--- config.mk ---
export PLATFORM = sky130hd
export DESIGN_NAME = s1_event_logger_flat
export DESIGN_NICKNAME = d
export VERILOG_FILES = /design/src/rtl/s1_event_logger_if.sv /design/src/rtl/s1_event_logger.sv /design/src/flat_wrapper.sv
export SDC_FILE = /design/constraint.sdc
export NUM_CORES = 1
export LEC_CHECK = 0
export ABC_CLOCK_PERIOD_IN_PS = 2810
export CAP_MARGIN = 5
export CORE_UTILIZATION = 50
export DETAILED_ROUTE_END_ITERATION = 12
export PLACE_DENSITY_LB_ADDON = 0.2
export REMOVE_ABC_BUFFERS = 1
export SLEW_MARGIN = 20
export SYNTH_ARGS = -nofsm -noshare
export SYNTH_HDL_FRONTEND = slang
export SYNTH_SLANG_ARGS = --single-unit
--- constraint.sdc ---
create_clock -name clk -period 2.81 [get_ports clk]
set_input_delay 0.281 -clock clk [delete_from_list [all_inputs] [get_ports clk]]
set_output_delay 0.281 -clock clk [all_outputs]
set_load 0.01 [all_outputs]
--- src/rtl/s1_event_logger_if.sv ---
// Readout handshake between the S1 event logger and whatever drains its FIFO.
// The logger is the master: it offers head entries, and the reader answers with rd_ready.
interface s1_event_logger_if #(
    parameter int TS_W = 8
);
    logic              rd_valid;
    logic              rd_ready;
    logic [TS_W+1:0]   rd_data;

    modport master (output rd_valid, output rd_data, input rd_ready);
    modport slave  (input rd_valid, input rd_data, output rd_ready);
endinterface

--- src/rtl/s1_event_logger.sv ---
// Logs S1 detection pulses as {state1, timestamp} entries in a small FIFO drained over valid/ready.
// Also keeps a saturating event count and a sticky drop flag.
module s1_event_logger #(
    parameter int DEPTH = 4,
    parameter int TS_W  = 8,
    parameter int CNT_W = 8
) (
    input  logic                  clk,
    input  logic                  reset,
    input  logic                  y1,
    input  logic [1:0]            state1,
    input  logic                  clr,
    s1_event_logger_if.master     rd,
    output logic                  full,
    output logic                  empty,
    output logic [CNT_W-1:0]      evt_count,
    output logic                  overflow
);
    localparam int AW = $clog2(DEPTH);
    localparam logic [AW:0] OCC_FULL = (AW+1)'(DEPTH);

    logic [TS_W+1:0] mem [DEPTH];
    logic [AW-1:0]   rd_ptr;
    logic [AW-1:0]   wr_ptr;
    logic [AW:0]     occ;
    logic [TS_W-1:0] ts;
    logic            pop;
    logic            wr_en;
    logic            drop;

    assign full        = (occ == OCC_FULL);
    assign empty       = (occ == '0);
    assign rd.rd_valid = !empty;
    assign rd.rd_data  = empty ? '0 : mem[rd_ptr];

    // A full FIFO still accepts an event when the head leaves at the same edge.
    assign pop   = !empty && rd.rd_ready;
    assign wr_en = y1 && (!full || pop);
    assign drop  = y1 && full && !pop;

    always_ff @(posedge clk) begin
        if (wr_en && !clr) begin
            mem[wr_ptr] <= {state1, ts};
        end
    end

    always_ff @(posedge clk or negedge reset) begin
        if (!reset) begin
            rd_ptr    <= '0;
            wr_ptr    <= '0;
            occ       <= '0;
            ts        <= '0;
            evt_count <= '0;
            overflow  <= 1'b0;
        end else if (clr) begin
            rd_ptr    <= '0;
            wr_ptr    <= '0;
            occ       <= '0;
            ts        <= '0;
            evt_count <= '0;
            overflow  <= 1'b0;
        end else begin
            ts <= ts + TS_W'(1);
            if (y1 && (evt_count != '1)) begin
                evt_count <= evt_count + CNT_W'(1);
            end
            if (drop) begin
                overflow <= 1'b1;
            end
            if (wr_en) begin
                wr_ptr <= wr_ptr + AW'(1);
            end
            if (pop) begin
                rd_ptr <= rd_ptr + AW'(1);
            end
            case ({wr_en, pop})
                2'b10:   occ <= occ + (AW+1)'(1);
                2'b01:   occ <= occ - (AW+1)'(1);
                default: occ <= occ;
            endcase
        end
    end
endmodule

--- src/flat_wrapper.sv ---
// flat-port wrapper written by rule: the top's interface ports become plain ports
module s1_event_logger_flat 
#(
    parameter int DEPTH = 4,
    parameter int TS_W  = 8,
    parameter int CNT_W = 8
)
  (clk, reset, y1, state1, clr, full, empty, evt_count, overflow, rd_rd_valid, rd_rd_data, rd_rd_ready);
  s1_event_logger_if #(.TS_W(TS_W)) rd_i ();
  input  logic clk;
  input  logic reset;
  input  logic y1;
  input  logic [1:0] state1;
  input  logic clr;
  output logic full;
  output logic empty;
  output logic [CNT_W-1:0] evt_count;
  output logic overflow;
  output wire logic [$bits(rd_i.rd_valid)-1:0] rd_rd_valid;
  output wire logic [$bits(rd_i.rd_data)-1:0] rd_rd_data;
  input wire logic [$bits(rd_i.rd_ready)-1:0] rd_rd_ready;
  assign rd_rd_valid = rd_i.rd_valid;
  assign rd_rd_data = rd_i.rd_data;
  assign rd_i.rd_ready = rd_rd_ready;
  s1_event_logger #(.DEPTH(DEPTH), .TS_W(TS_W), .CNT_W(CNT_W)) u_core (.clk(clk), .reset(reset), .y1(y1), .state1(state1), .clr(clr), .rd(rd_i), .full(full), .empty(empty), .evt_count(evt_count), .overflow(overflow));
endmodule
Word level (Yosys, flattened, before mapping):

Memories as Yosys holds them, arrays and structs flattened.
Index checks and enable logic that the tools add are counted.

* memories: 1
* output and inout port bits: 22
* bits of input ports: 7
* word-level logic and storage cells: 48
* RAM bits: 40
* flip-flop bits (word level): 24

* add/subtract/negate cells: 6
* mux-type cells: 14
* eq/ne operators: 4
* reduce and logical (&&, ||, !) cells: 17

Memories
* u_core.mem: words 4, width 10, read ports 1, clocked after Yosys merged registers in 0, wr ports 1, RTL line s1_event_logger.sv:22 `logic [TS_W+1:0] mem [DEPTH];`

Operators with widths (count)
* two-way mux 8 bit: 3
* adder 8 x 1 -> 8 bit, second input constant: 2
* two-way mux 10 bit: 1
* two-way mux 2 bit: 4
* inequality test 8 bit, second input constant: 1
* nonzero test 2 bit: 4
* logical AND 1 bit: 6
* one-hot mux 3 bit (2 select lines): 1
* adder 2 x 1 -> 2 bit, second input constant: 2
* zero test 1 bit: 4
* two-way mux 1 bit: 4
* adder 3 x 1 -> 3 bit, second input constant: 1
* == test 3 bit, second input constant: 1
* zero test 3 bit: 1
* two-way mux 3 bit: 1
* nonzero test 3 bit: 1
* subtractor 3 x 1 -> 3 bit, second input constant: 1
* == test 2 x 1 -> 1 bit, second input constant: 1
* == test 2 bit, second input constant: 1
* logical OR 1 bit: 1

Longest topological paths before layout:

Gate-level depths: netlist of run 1.

* depth after elaboration: 8
* gate-level depth with buffers: 7

Worst setup path before layout of run 1:

OpenSTA, ideal clock, no wires.

* kind: flip-flop to flip-flop
* from: reg u_core.occ[0]
* to: reg u_core.occ[2]
* setup slack: 618 ps
* library setup time: 137 ps
* arrival time: 2055 ps
* stages on the path, launching flop included: 8
* data required time: 2673 ps
* buffers on the path: 1
* cells stage by stage: dfrtp_1 buf_2 o31ai_1 nor2_1 fa_1 or3b_2 nand3_1 a31oi_1

* cells in the longest elaborated chain, start to end: 8
* elaborated cells between the ends (all ways): 14
* classes of those cells: add/sub (2); eq/ne (3); mux (2); reduce/logical (7)

RTL lines
* start: declaration: RTL line s1_event_logger.sv:25 `logic [AW:0] occ;`
* start signal: assignment: RTL line s1_event_logger.sv:77 `2'b10: occ <= occ + (AW+1)'(1);`
* start signal: assignment: RTL line s1_event_logger.sv:78 `2'b01: occ <= occ - (AW+1)'(1);`
* zero test 3 bit: RTL line s1_event_logger.sv:32 `assign empty = (occ == '0);`
* zero test 1 bit: RTL line s1_event_logger.sv:37 `assign pop = !empty && rd.rd_ready;`
* logical AND 1 bit: RTL line s1_event_logger.sv:37
* logical OR 1 bit: RTL line s1_event_logger.sv:38 `assign wr_en = y1 && (!full || pop);`
* logical AND 1 bit: RTL line s1_event_logger.sv:38
* == test 2 x 1 -> 1 bit or == test 2 bit (tied branches): RTL line s1_event_logger.sv:76 `case ({wr_en, pop})`
* one-hot mux 3 bit (2 select lines): RTL line s1_event_logger.sv:76
* two-way mux 3 bit: RTL line s1_event_logger.sv:55 `end else if (clr) begin`

Parallel ways exist; a longest one is shown, timed or not.
A chain may end at the register's enable or synchronous reset.

Worst setup path in the final report of run 1:

* from: reg u_core.rd_ptr[0]
* to: out rd_rd_data[4]

* cells in the longest elaborated chain, start to end: 2

RTL lines
* start: declaration: RTL line s1_event_logger.sv:23 `logic [AW-1:0] rd_ptr;`
* start signal: assignment: RTL line s1_event_logger.sv:74 `rd_ptr <= rd_ptr + AW'(1);`
* memory read (4 x 10 bit)
* two-way mux 10 bit: RTL line s1_event_logger.sv:34 `assign rd.rd_data = empty ? '0 : mem[rd_ptr];`
* end: declaration: RTL line flat_wrapper.sv:20 `output wire logic [$bits(rd_i.rd_data)-1:0] rd_rd_data;`

No other way between the ends.

==> implementation parameters, run 1 <==
Parameter                              Value

Outcome
  Result of the run ... completed

Synth
  Share of the synthesized area in the top cell type ... 0.416
  Register bit count reported by yosys ... 64
  Library cells used by synthesis ... 45
  Leading register cell type out of synthesis ... edfxtp_1
  Total of warnings raised by yosys ... 0
  Number of cells produced by synthesis ... 206
  Number of enable flip-flop cells after synthesis ... 40
  Area contributors post-synth ... edfxtp_1 (42%), dfrtp_1 (21%), mux4_2 (7.8%), nor2b_1 (2.8%), ha_1 (2.6%)
  Post-synth ARST share ... 0.375
  Post-Syn Area ... 2890 um^2
  Avg Synthesized Cell Area ... 14.0 um^2
  Register area share after synthesis ... 0.624
  Area leader, netlist ... edfxtp_1

Timing
  Number of slew-limit violations in the final report ... 0
  Total negative slack ... 0 ns
  Max_slew headroom ... 0.632
  Final setup violating endpoints ... 0
  Min cycle time layout ... 2.40 ns
  Worst setup skew after layout ... 0.00842 ns
  Fmax ... 417 MHz
  Post-route clock period utilization ... 0.854
  RSZ-0062 raised after global routing ... false
  Count of final hold-check violations ... 0
  Actual slew at the worst max-slew pin ... 0.550 ns

Power and ir drop
  Total chip power ... 2.30 mW
  VDD IR-drop max ... 0.346 mV
  Static leakage power ... 1.26 nW
  Power density of the placed cells ... 658 nW/um^2

Layout
  Sequential cell area ... 1800 um^2
  Nets ... 258
  Multi-input gate area in the final layout ... 1000 um^2
  Area delta synth->final ... 20.8%
  Final standard cell utilization of the core ... 0.630
  Leading cell type in the layout, fill and taps excluded ... edfxtp_1
  Count of antenna diodes in the layout ... 0
  Most frequent cells in the layout ... edfxtp_1 (40), clkdlybuf4s50_1 (28), dfrtp_1 (24)
  Fillers ... 455
  Fraction of final layout cells sized beyond drive strength 1 ... 0.173

Drt
  Routed vias/inst ... 5.49
  Total number of vias ... 1762
  Aggregate routed wire length ... 4890 um
  Number of iterations in the first detailed-routing pass ... 4
  Number of nets with antenna violations after detailed routing ... 0
  Avg WL per Cell ... 15.2 um
  Drt drc ... 0
  Initial DRC count ... 78

Critical path
  Slowest CP cell ... mux4_2
  Register-to-register path setup slack ... 0.52 ns
  CP Launch Type ... flip-flop
  Reg-to-reg critical path startpoint ... u_core.occ[0]
  Number of cell instances on the worst register-to-register path ... 6
  CP max stage delay ... 0.53 ns
  Cell Chain, Critical Path ... buf_4, mux4_2, nor2b_1, clkdlybuf4s50_1
  Endpoint class of the critical path ... output port
  Endpoint of the lowest-slack register-to-register path ... u_core.occ[2]
  WP depth ... 4
  Maximum fanout along the worst path ... 10
  Critical Path AT ... 2.12 ns
  Required time worst endpoint ... 2.53 ns
  Category of the critical setup timing path ... reg -> out
  Worst Setup SP ... u_core.rd_ptr[0]
  Buffers plus inverters on the worst setup path ... 2
  Family with the most delay on the worst path ... buffers and inverters

Global route
  Global routing usage summed across all routing layers ... 0.181
  Global-route wire length before repair ... 8220 um
  Via count of the first global-routing pass ... 1685
  Pin count of the biggest net entering global routing ... 25
  Number of antenna violations at the first check in global routing ... 0
  Final global-route overflow total ... 0

Clock tree
  Post-CTS Resized ... 0
  Post-CTS Setup Repair Bufs ... 0
  Skew-Pair Late Insertion Delay ... 0.32 ns
  Number of buffers inserted during clock tree synthesis ... 9
  Hold buffer count at CTS ... 0
  Clock-pin slew reported for the worst setup and hold paths after clock tree synthesis ... 0.07 ns
  Worst-case clock buffer depth ... 2
  Root buffer selected by CTS ... clkbuf_8
  Number of H-tree levels ... 3
  Sinks on the clock net ... 64
  CTS tree ... built

Place
  Detailed-placement wirelength estimate ... 3220 um
  Placer's final routability congestion estimate ... 0.795
  Port-buffer cells ... 28

Floorplanning
  Core Footprint ... 5540 um^2
  I/O pin count ... 29
  Horizontal die dimension ... 78.0 um
  Cell Rows ... 27
  Full die area ... 6090 um^2
  Effective utilization at floorplan ... 0.521
  Die Y-Extent ... 78.0 um

Flow run
  Maximum capacitance violations ... 0

Hold path
  Worst min path class ... in -> async
-- report_power, final --
part	switching [mW]	total (mW)	leakage, nW	internal (mW)
logic	0.173	0.391	0.448	0.218
clock network	0.327	0.824	0.110	0.496
registers	0.0437	1.08	0.699	1.04
-- synthesized netlist by cell type (all sizes together), types with 2 or more instances --
cell,n
buf,9
o21ai,7
a211oi,2
nor3b,4
nand2,4
edfxtp,40
o31ai,2
clkbuf,2
or3,3
nand4,3
nor2,13
dfrtp,24
mux4,10
nand2b,5
nor4b,2
xor2,5
a311oi,2
or2,2
a21oi,10
o2111ai,2
mux2,2
ha,6
xnor2,2
nand3,9
inv,8
nor2b,13
-- worst max-delay path by stage --
stage	end	slack (ns)
CTS	rd_rd_data[4]	0.37
global route	rd_rd_data[4]	0.31
floorplan	u_core.occ[2]	0.68
finish	rd_rd_data[4]	0.41
global placement	u_core.occ[2]	0.59
detailed placement	u_core.occ[2]	0.55
-- through the flow --
step	instances	worst slack [ns]	hold WS, ns	cell area, um^2
2_1_floorplan	195	0.682	-0.0146	2830
3_3_place_gp	305	0.589	0.490	3280
3_5_place_dp	305	0.553	0.516	3280
4_1_cts	321	0.366	0.310	3490
5_1_grt	321	0.307	0.337	3490
6_report	321	0.411	0.312	3490
-- worst reg2reg max path, delay by kind of cell (launching register included) --
family                     cells  cell delay [ns]
DFF                            1             0.49
and+or+nand+nor                3             0.69
AOI/OAI and AO/OA              2             0.46
adders and majority gates      1             0.51
-- logic make-up (layout without fill, tap and decap cells) --
kind of cell / Yosys count / in the layout / synth area share
adder cells (fa/ha/maj): 7 / 7 / 0.0329
multiplexers: 13 / 13 / 0.0892
AO/OA/AOI/OAI: 33 / 33 / 0.0745
flip-flops: 64 / 64 / 0.624
buffers and inverters: 19 / 62 / 0.0299
XOR/XNOR: 7 / 7 / 0.0212
AND/OR/NAND/NOR: 63 / 63 / 0.129
-- cell type report --
| class | count | area share |
|---|---|---|
| clock buffers | 10 | 0.0366 |
| clock inverters | 6 | 0.0240 |
| inverters | 8 | 0.00861 |
| multi-input cells | 123 | 0.287 |
| flip-flops and latches | 64 | 0.516 |
| well taps | 72 | 0.0258 |
| repair buffers | 38 | 0.102 |
-- metal layers --
metal	global-route usage	routed length, um	vias up
met4	0.0778	46	0
li1	-	-	851
met5	0	0	-
met3	0.0419	169	4
met2	0.286	2370	38
met1	0.242	2300	869
-- sequential cells by signal, indices dropped and copies added, names as in the netlist --
| signal | flops |
|---|---|
| u_core.occ | 3 |
| u_core.mem | 40 |
| u_core.overflow | 1 |
| u_core.evt_count | 8 |
| u_core.ts | 8 |
| u_core.wr_ptr | 2 |
| u_core.rd_ptr | 2 |
Power figures use the tool's default switching activity.
==> run 2: changes to the inputs <==
CELL_PAD_IN_SITES_DETAIL_PLACEMENT = 1   (was not set)
CELL_PAD_IN_SITES_GLOBAL_PLACEMENT = 2   (was not set)
CORE_UTILIZATION = 40   (was 50)
RECOVER_POWER = 100   (was not set)
SKIP_LAST_GASP = 1   (was not set)
==> implementation parameters, run 2 (synthesis gave the netlist of run 1 again) <==
Parameter                              Value

Outcome
  Result of the run ... completed (unchanged)

Layout
  Area delta synth->final ... 20.2% (was 20.8%)
  Largest registers ranked by flip-flop count ... u_core.mem (40), u_core.evt_count (8), u_core.ts (8) (unchanged)
  Most frequent cells in the layout ... edfxtp_1 (40), dlygate4sd3_1 (24), dfrtp_1 (24) (was edfxtp_1 (40), clkdlybuf4s50_1 (28), dfrtp_1 (24))
  Register ranked first by flip-flop count ... u_core.mem (unchanged)
  Leading cell type in the layout, fill and taps excluded ... edfxtp_1 (unchanged)
  Count of antenna diodes in the layout ... 0 (unchanged)
  Fraction of final layout cells sized beyond drive strength 1 ... 0.149 (was 0.173)
  Nets ... 258 (unchanged)
  Max reg flops ... 40 (unchanged)
  Final standard cell utilization of the core ... 0.506 (was 0.630)

Clock tree
  Hold buffer count at CTS ... 0 (unchanged)
  CTS tree ... built (unchanged)
  Root buffer selected by CTS ... clkbuf_8 (unchanged)
  Post-CTS Resized ... 0 (unchanged)
  Post-CTS Setup Repair Bufs ... 0 (unchanged)
  Number of H-tree levels ... 3 (unchanged)
  Skew-Pair Late Insertion Delay ... 0.33 ns (was 0.32 ns)
  Worst-case clock buffer depth ... 2 (unchanged)
  Clock-pin slew reported for the worst setup and hold paths after clock tree synthesis ... 0.07 ns (about the same)
  Sinks on the clock net ... 64 (unchanged)
  Number of buffers inserted during clock tree synthesis ... 9 (unchanged)

Floorplanning
  Full die area ... 7570 um^2 (was 6090 um^2)
  Core Footprint ... 6870 um^2 (was 5540 um^2)
  Horizontal die dimension ... 87.0 um (was 78.0 um)
  Die Y-Extent ... 87.0 um (was 78.0 um)
  I/O pin count ... 29 (unchanged)
  Cell Rows ... 30 (was 27)
  Effective utilization at floorplan ... 0.421 (was 0.521)

Timing
  Count of final hold-check violations ... 0 (unchanged)
  Worst setup skew after layout ... 0.00635 ns (was 0.00842 ns)
  Max_slew headroom ... 0.0797 (was 0.632)
  Min cycle time layout ... 2.55 ns (was 2.40 ns)
  Total negative slack ... 0 ns (unchanged)
  RSZ-0062 raised after global routing ... false (unchanged)
  Final setup violating endpoints ... 0 (unchanged)
  Post-route clock period utilization ... 0.908 (was 0.854)
  Actual slew at the worst max-slew pin ... 1.38 ns (was 0.550 ns)
  Number of slew-limit violations in the final report ... 0 (unchanged)
  Fmax ... 392 MHz (was 417 MHz)

Drt
  Number of nets with antenna violations after detailed routing ... 0 (unchanged)
  Highest metal layer with signal wires ... met4 (unchanged)
  Sum of met2 wire segment lengths after detailed routing ... 3090 um (was 2370 um)
  Number of iterations in the first detailed-routing pass ... 4 (unchanged)
  Aggregate routed wire length ... 5910 um (was 4890 um)
  Avg WL per Cell ... 17.1 um (was 15.2 um)
  Drt drc ... 0 (unchanged)
  Routed vias/inst ... 5.23 (was 5.49)
  Initial DRC count ... 58 (was 78)
  Routed length on met1 ... 2600 um (was 2300 um)
  Total number of vias ... 1803 (was 1762)
  Wire length on met3 ... 169 um (unchanged)

Critical path
  Worst Setup SP ... u_core.rd_ptr[0] (unchanged)
  Number of cell instances on the worst register-to-register path ... 6 (unchanged)
  Critical Path AT ... 2.27 ns (was 2.12 ns)
  Category of the critical setup timing path ... reg -> out (unchanged)
  Register-to-register path setup slack ... 0.41 ns (was 0.52 ns)
  Required time worst endpoint ... 2.53 ns (about the same)
  Endpoint of the lowest-slack register-to-register path ... u_core.occ[2] (unchanged)
  Endpoint class of the critical path ... output port (unchanged)
  CP Launch Type ... flip-flop (unchanged)
  Maximum fanout along the worst path ... 10 (unchanged)
  Reg-to-reg critical path startpoint ... u_core.occ[0] (unchanged)

Power and ir drop
  VDD IR-drop max ... 0.244 mV (was 0.346 mV)
  Total chip power ... 2.23 mW (was 2.30 mW)
  Static leakage power ... 1.27 nW (was 1.26 nW)
  Power density of the placed cells ... 643 nW/um^2 (was 658 nW/um^2)

Global route
  Global-route wire length before repair ... 9740 um (was 8220 um)
  Via count of the first global-routing pass ... 1930 (was 1685)
  Final global-route overflow total ... 0 (unchanged)
  Global routing usage summed across all routing layers ... 0.176 (was 0.181)
  Number of antenna violations at the first check in global routing ... 0 (unchanged)
  Pin count of the biggest net entering global routing ... 29 (was 25)

Place
  Port-buffer cells ... 28 (unchanged)
  Detailed-placement wirelength estimate ... 4160 um (was 3220 um)
  Placer's final routability congestion estimate ... 0.807 (was 0.795)

Hold path
  Hold endpoint ... u_core.overflow
  Beginning of the worst hold path ... u_core.overflow
  Hold Path Depth ... 2
  Worst min path class ... reg -> reg (was in -> async)

Flow run
  Maximum capacitance violations ... 0 (unchanged)
run 2: layer usage:
metal	up-vias	track usage
met5	-	0
met4	0	0.0742
met3	6	0.0313
met2	31	0.303
met1	919	0.219
li1	847	-
run 2: metrics by stage:
stage	instance area (um^2)	hold WS, ns	setup WS, ns	instances
floorplan	2830	-0.0146	0.682	195
detailed placement	3310	0.490	0.450	329
CTS	3500	0.320	0.329	345
finish	3470	0.495	0.258	345
global placement	3310	0.482	0.617	329
global route	3470	0.558	0.135	345
run 2: where the power goes:
group          internal [mW]  switching [mW]
Sequential              1.04          0.0454
Clock                  0.409           0.367
Combinational          0.195           0.181
Total                   1.64           0.593
run 2: worst max-delay path by stage:
stage | end | slack, ns | depth (start not counted)
finish | rd_rd_data[0] | 0.26 | 4
global route | rd_rd_data[0] | 0.13 | 5
CTS | rd_rd_data[3] | 0.33 | 4
detailed placement | u_core.occ[2] | 0.45 | 6
global placement | u_core.occ[2] | 0.62 | 6
floorplan | u_core.occ[2] | 0.68 | 6
run 2: final cells by class:
type,instances,area [um^2]
sequential,64,1800
timing repair buffer,38,330
inverter,8,30.0
clock buffer,9,124
fill,712,3400
clock inverter,7,72.6
multi-input combinational,123,995
tap,96,120
run 2: worst max-delay path: stages, from the launching register on:
cell and delay (ns):
dfrtp_1 0.40, buf_4 0.26, mux4_2 0.52, nor2b_1 0.15, dlygate4sd3_1 0.61
==> run 3: changes to the inputs <==
CORE_MARGIN = 2   (was not set)
SLEW_MARGIN = 40   (was 20)
==> implementation parameters, run 3 (synthesis gave the netlist of run 1 again) <==
Parameter                              Value

Layout
  Largest registers ranked by flip-flop count ... u_core.mem (40), u_core.evt_count (8), u_core.ts (8) (unchanged)
  Leading cell type in the layout, fill and taps excluded ... edfxtp_1 (unchanged)
  Area delta synth->final ... 20.5% (was 20.2%)
  Register ranked first by flip-flop count ... u_core.mem (unchanged)
  Most frequent cells in the layout ... edfxtp_1 (40), dfrtp_1 (24), dlygate4sd3_1 (17) (was edfxtp_1 (40), dlygate4sd3_1 (24), dfrtp_1 (24))
  Post-route insts no fill ... 345 (unchanged)
  Fraction of final layout cells sized beyond drive strength 1 ... 0.141 (was 0.149)
  Max reg flops ... 40 (unchanged)
  Count of antenna diodes in the layout ... 0 (unchanged)
  Nets ... 258 (unchanged)
  Final standard cell utilization of the core ... 0.504 (was 0.506)
  Final instance area ... 3480 um^2 (was 3470 um^2)

Critical path
  Endpoint class of the critical path ... output port (unchanged)
  CP Launch Type ... flip-flop (unchanged)
  Family with the most delay on the worst path ... buffers and inverters (unchanged)
  CP max stage delay ... 0.58 ns (was 0.61 ns)
  Buffers plus inverters on the worst setup path ... 2 (unchanged)
  Cell Chain, Critical Path ... or2_2, nor2_1, clkbuf_2, clkdlybuf4s50_1 (was buf_4, mux4_2, nor2b_1, dlygate4sd3_1)
  Slowest CP cell ... clkdlybuf4s50_1 (was dlygate4sd3_1)
  Critical Path AT ... 2.27 ns (about the same)
  Maximum fanout along the worst path ... 10 (unchanged)
  Required time worst endpoint ... 2.53 ns (about the same)
  Category of the critical setup timing path ... reg -> out (unchanged)

Global route
  Via count of the first global-routing pass ... 2041 (was 1930)
  Final global-route overflow total ... 0 (unchanged)
  Global routing usage summed across all routing layers ... 0.176 (about the same)
  Number of antenna violations at the first check in global routing ... 0 (unchanged)
  Global-route wire length before repair ... 10200 um (was 9740 um)
  Pin count of the biggest net entering global routing ... 25 (was 29)

Drt
  Number of iterations in the first detailed-routing pass ... 4 (unchanged)
  Avg WL per Cell ... 17.5 um (was 17.1 um)
  Initial DRC count ... 63 (was 58)
  Aggregate routed wire length ... 6020 um (was 5910 um)
  Routed vias/inst ... 5.30 (was 5.23)
  Drt drc ... 0 (unchanged)
  Number of nets with antenna violations after detailed routing ... 0 (unchanged)
  Total number of vias ... 1828 (was 1803)

Place
  Placed cell count ... 329 (unchanged)
  Worst setup slack before clock tree synthesis ... 0.478 ns (was 0.450 ns)
  Port-buffer cells ... 28 (unchanged)
  Placer's final routability congestion estimate ... 0.811 (was 0.807)
  Detailed-placement wirelength estimate ... 4140 um (was 4160 um)
  Standard cell area after detailed placement ... 3310 um^2 (unchanged)

Timing
  Worst path setup slack after routing ... 0.256 ns (was 0.258 ns)
  Fmax ... 392 MHz (about the same)
  Max_slew headroom ... 0.0502 (was 0.0797)
  RSZ-0062 raised after global routing ... false (unchanged)
  Smallest hold slack ... 0.499 ns (was 0.495 ns)
  Worst setup skew after layout ... 0.00991 ns (was 0.00635 ns)
  Post-route clock period utilization ... 0.909 (was 0.908)
  Min cycle time layout ... 2.55 ns (about the same)
  Final setup violating endpoints ... 0 (unchanged)
  Count of final hold-check violations ... 0 (unchanged)
  Actual slew at the worst max-slew pin ... 1.42 ns (was 1.38 ns)
  Total negative slack ... 0 ns (unchanged)
  Number of slew-limit violations in the final report ... 0 (unchanged)

Floorplanning
  Full die area ... 7920 um^2 (was 7570 um^2)
  Die Y-Extent ... 89.0 um (was 87.0 um)
  Cell Rows ... 30 (unchanged)
  Core Footprint ... 6910 um^2 (was 6870 um^2)
  Effective utilization at floorplan ... 0.418 (was 0.421)
  I/O pin count ... 29 (unchanged)
  Horizontal die dimension ... 89.0 um (was 87.0 um)

Power and ir drop
  Power density of the placed cells ... 661 nW/um^2 (was 643 nW/um^2)
  VDD IR-drop max ... 0.315 mV (was 0.244 mV)
  Total chip power ... 2.30 mW (was 2.23 mW)
  Static leakage power ... 1.27 nW (about the same)

Clock tree
  Clock-pin slew reported for the worst setup and hold paths after clock tree synthesis ... 0.07 ns (about the same)
  Post-CTS Setup Repair Bufs ... 0 (unchanged)
  Hold buffer count at CTS ... 0 (unchanged)
  Skew-Pair Late Insertion Delay ... 0.33 ns (about the same)
  CTS tree ... built (unchanged)
  Sinks on the clock net ... 64 (unchanged)
  Number of H-tree levels ... 3 (unchanged)
  Number of buffers inserted during clock tree synthesis ... 9 (unchanged)
  Root buffer selected by CTS ... clkbuf_8 (unchanged)
  Worst-case clock buffer depth ... 2 (unchanged)
  Post-CTS Resized ... 0 (unchanged)

Outcome
  Result of the run ... completed (unchanged)

Hold path
  Worst min path class ... reg -> reg (unchanged)

Flow run
  Maximum capacitance violations ... 0 (unchanged)
[run 3: path summary, 6_finish.rpt]
check	start	slack (ns)	cells after the start	end
worst min register to register	u_core.overflow	0.50	2	u_core.overflow
max in group asynchronous	reset	1.16	2	u_core.ts[0]
worst min-delay path	u_core.overflow	0.50	2	u_core.overflow
worst max-delay path	u_core.occ[0]	0.26	4	empty
worst max register to register	u_core.occ[0]	0.48	6	u_core.occ[2]
min in group asynchronous	reset	0.80	2	u_core.rd_ptr[1]
[run 3: metal layers]
layer	vias to the layer above	wire length, um	global-route usage
met3	7	210	0.0406
met2	31	3210	0.303
met1	936	2540	0.217
met5	-	0	0
met4	0	61	0.0665
li1	854	-	-
[run 3: area by class of cell]
type	instances	area, um^2
clock buffers	12	135
well taps	96	120
clock inverters	4	71.3
multi-input cells	123	988
flip-flops and latches	64	1800
repair buffers	38	334
fillers	737	3430
inverters	8	30.0
[run 3: power by group]
group / switching (mW) / total (mW) / leakage, nW / internal, mW
Combinational: 0.179 / 0.383 / 0.469 / 0.205
Clock: 0.333 / 0.831 / 0.0982 / 0.498
Sequential: 0.0503 / 1.09 / 0.699 / 1.04
Total: 0.562 / 2.30 / 1.27 / 1.74
[run 3: tightest hold or removal path: cells and delay by family, from the launching register on]
family	cells	cell delay (ns)
AOI/OAI and AO/OA	1	0.04
DFF	1	0.34
and+or+nand+nor	1	0.08
==> RTL change: new RTL, settings of run 3 <==
`CNT_W` is set to 8 in 2 places; all go to 10.
--- a/src/rtl/s1_event_logger.sv
+++ b/src/rtl/s1_event_logger.sv
@@ -3,7 +3,7 @@
 module s1_event_logger #(
     parameter int DEPTH = 4,
     parameter int TS_W  = 8,
-    parameter int CNT_W = 8
+    parameter int CNT_W = 10
 ) (
     input  logic                  clk,
     input  logic                  reset,
--- a/src/flat_wrapper.sv
+++ b/src/flat_wrapper.sv
@@ -3,7 +3,7 @@
 #(
     parameter int DEPTH = 4,
     parameter int TS_W  = 8,
-    parameter int CNT_W = 8
+    parameter int CNT_W = 10
 )
   (clk, reset, y1, state1, clr, full, empty, evt_count, overflow, rd_rd_valid, rd_rd_data, rd_rd_ready);
   s1_event_logger_if #(.TS_W(TS_W)) rd_i ();
Ports: changed (resized evt_count); port bits go from 29 to 31. The function was not compared with the original's and may differ.
==> RTL change against run 3 <==
- the flow now finishes with violations (capacitance limit, slew limit)
- utilization shrank 2.3 points
- synthesized cell count grew 12%
- worst setup slack better by 0.0044 ns
- critical endpoint is now rd_rd_data[3]
- highest routed layer unchanged
- wire length rose by 9.4%
- sequential share of layout area shrank 1.4 points
- register-to-register slack got worse by 0.04 ns
- worst hold slack better by 0.048 ns
- synthesized area grew 7.7%
- sequential cell count is 2 higher
- power is 3.0% lower
- critical path type unchanged
- final area grew 5.6%
==> RTL change: results (changes against run 3) <==
Status
  – Outcome: complete, but fails checks
  – Failing checks: capacitance limit, slew limit

STA
  – Final setup skew: 0.0106 ns (+0.000651 ns)
  – Max_slew headroom: -0.0375 (-0.0877)
  – Max Transition Viols Final: 27 (+27)
  – Timing-limited maximum frequency: 0.392 GHz (+0.17%)

Final layout
  – Reg area: 0.00185 sq mm (+2.8%)
  – Signal inverters: 6 (-2)
  – Fraction of area in non-clock buffers: 0.0882 (-0.00782)
  – Post-Layout Cell Count: 369 (+7.0%)
  – Footprint of the multi-input gates: 0.00115 sq mm (+16%)
  – Fin nets: 276 (+7.0%)
  – Signal buffers: 35 (-7.9%)
  – Fillers: 787 (+6.8%)

Synthesis
  – Post-synthesis compound-gate area fraction: 0.0796 (+0.00512)
  – Adder-cell share of the synthesized area: 0.0306 (-0.00236)
  – XOR/XNOR Fraction of Synth Area: 0.0197 (-0.00152)
  – Mux cell area share after synthesis: 0.0864 (-0.00277)
  – Mapped Cells: 230 (+12%)
  – Mapped Area: 0.00311 sq mm (+7.7%)
  – Synth async-reset ratio: 0.394 (+0.0189)
  – Top post-synthesis cells by area: edfxtp_1 (39%), dfrtp_1 (21%), mux4_2 (7.2%)

Global route
  – Grt met3 use: 0.0345 (-0.00612)
  – Vias in the first global route: 2168 (+6.2%)
  – All-layer global routing usage: 0.169 (-0.00721)
  – Global routing usage on met2: 0.272 (-0.0305)
  – Largest net degree at the start of global routing: 29 (+16%)
  – Met1 usage: 0.220 (+0.00351)

Critical path
  – CP max FO: 12 (+2)
  – Slowest cell on the critical path: mux4_2
  – CP peak stage delay: 0.56 ns (-0.02 ns)
  – R2R Setup Slk: 0.44 ns (-0.04 ns)

CTS
  – CTS Sinks: 66 (+3.1%)

Power and ir drop
  – P_sw: 589 uW (+4.8%)

Run
  – Max-cap viol count: 1 (+1)

Placement
  – Routability congestion estimate: 0.706 (-13%)
  – Port Buf Inserts: 30 (+7.1%)
  – Dpl ws: 0.356 ns (-0.121 ns)
  – Final HPWL DP: 4420 um (+6.8%)

Drt
  – Routed length per instance: 17.9 um (+2.3%)
  – Drt via density: 5.52 (+4.2%)
-- RTL change: power groups by stage --
stage | logic [mW] | registers (mW) | clock network, mW
detailed placement | 0.332 | 1.13 | 0
global placement | 0.324 | 1.13 | 0
finish | 0.316 | 1.11 | 0.808
CTS | 0.334 | 1.11 | 0.830
global route | 0.352 | 1.12 | 0.864
floorplan | 0.161 | 1.13 | 0
-- RTL change: critical path, delay by kind of cell, from the launching register on --
family / cells / cell delay (ns)
buffers and inverters: 2 / 0.88
flip-flops: 1 / 0.33
AND/OR/NAND/NOR: 1 / 0.15
multiplexers: 1 / 0.56
-- RTL change: layer usage --
metal / wire length [um] / share of wire / vias to the layer above
li1: - / - / 935
met1: 3070 / 0.47 / 1055
met2: 3240 / 0.49 / 39
met3: 181 / 0.027 / 9
met4: 96 / 0.015 / 0
met5: 0 / 0 / -
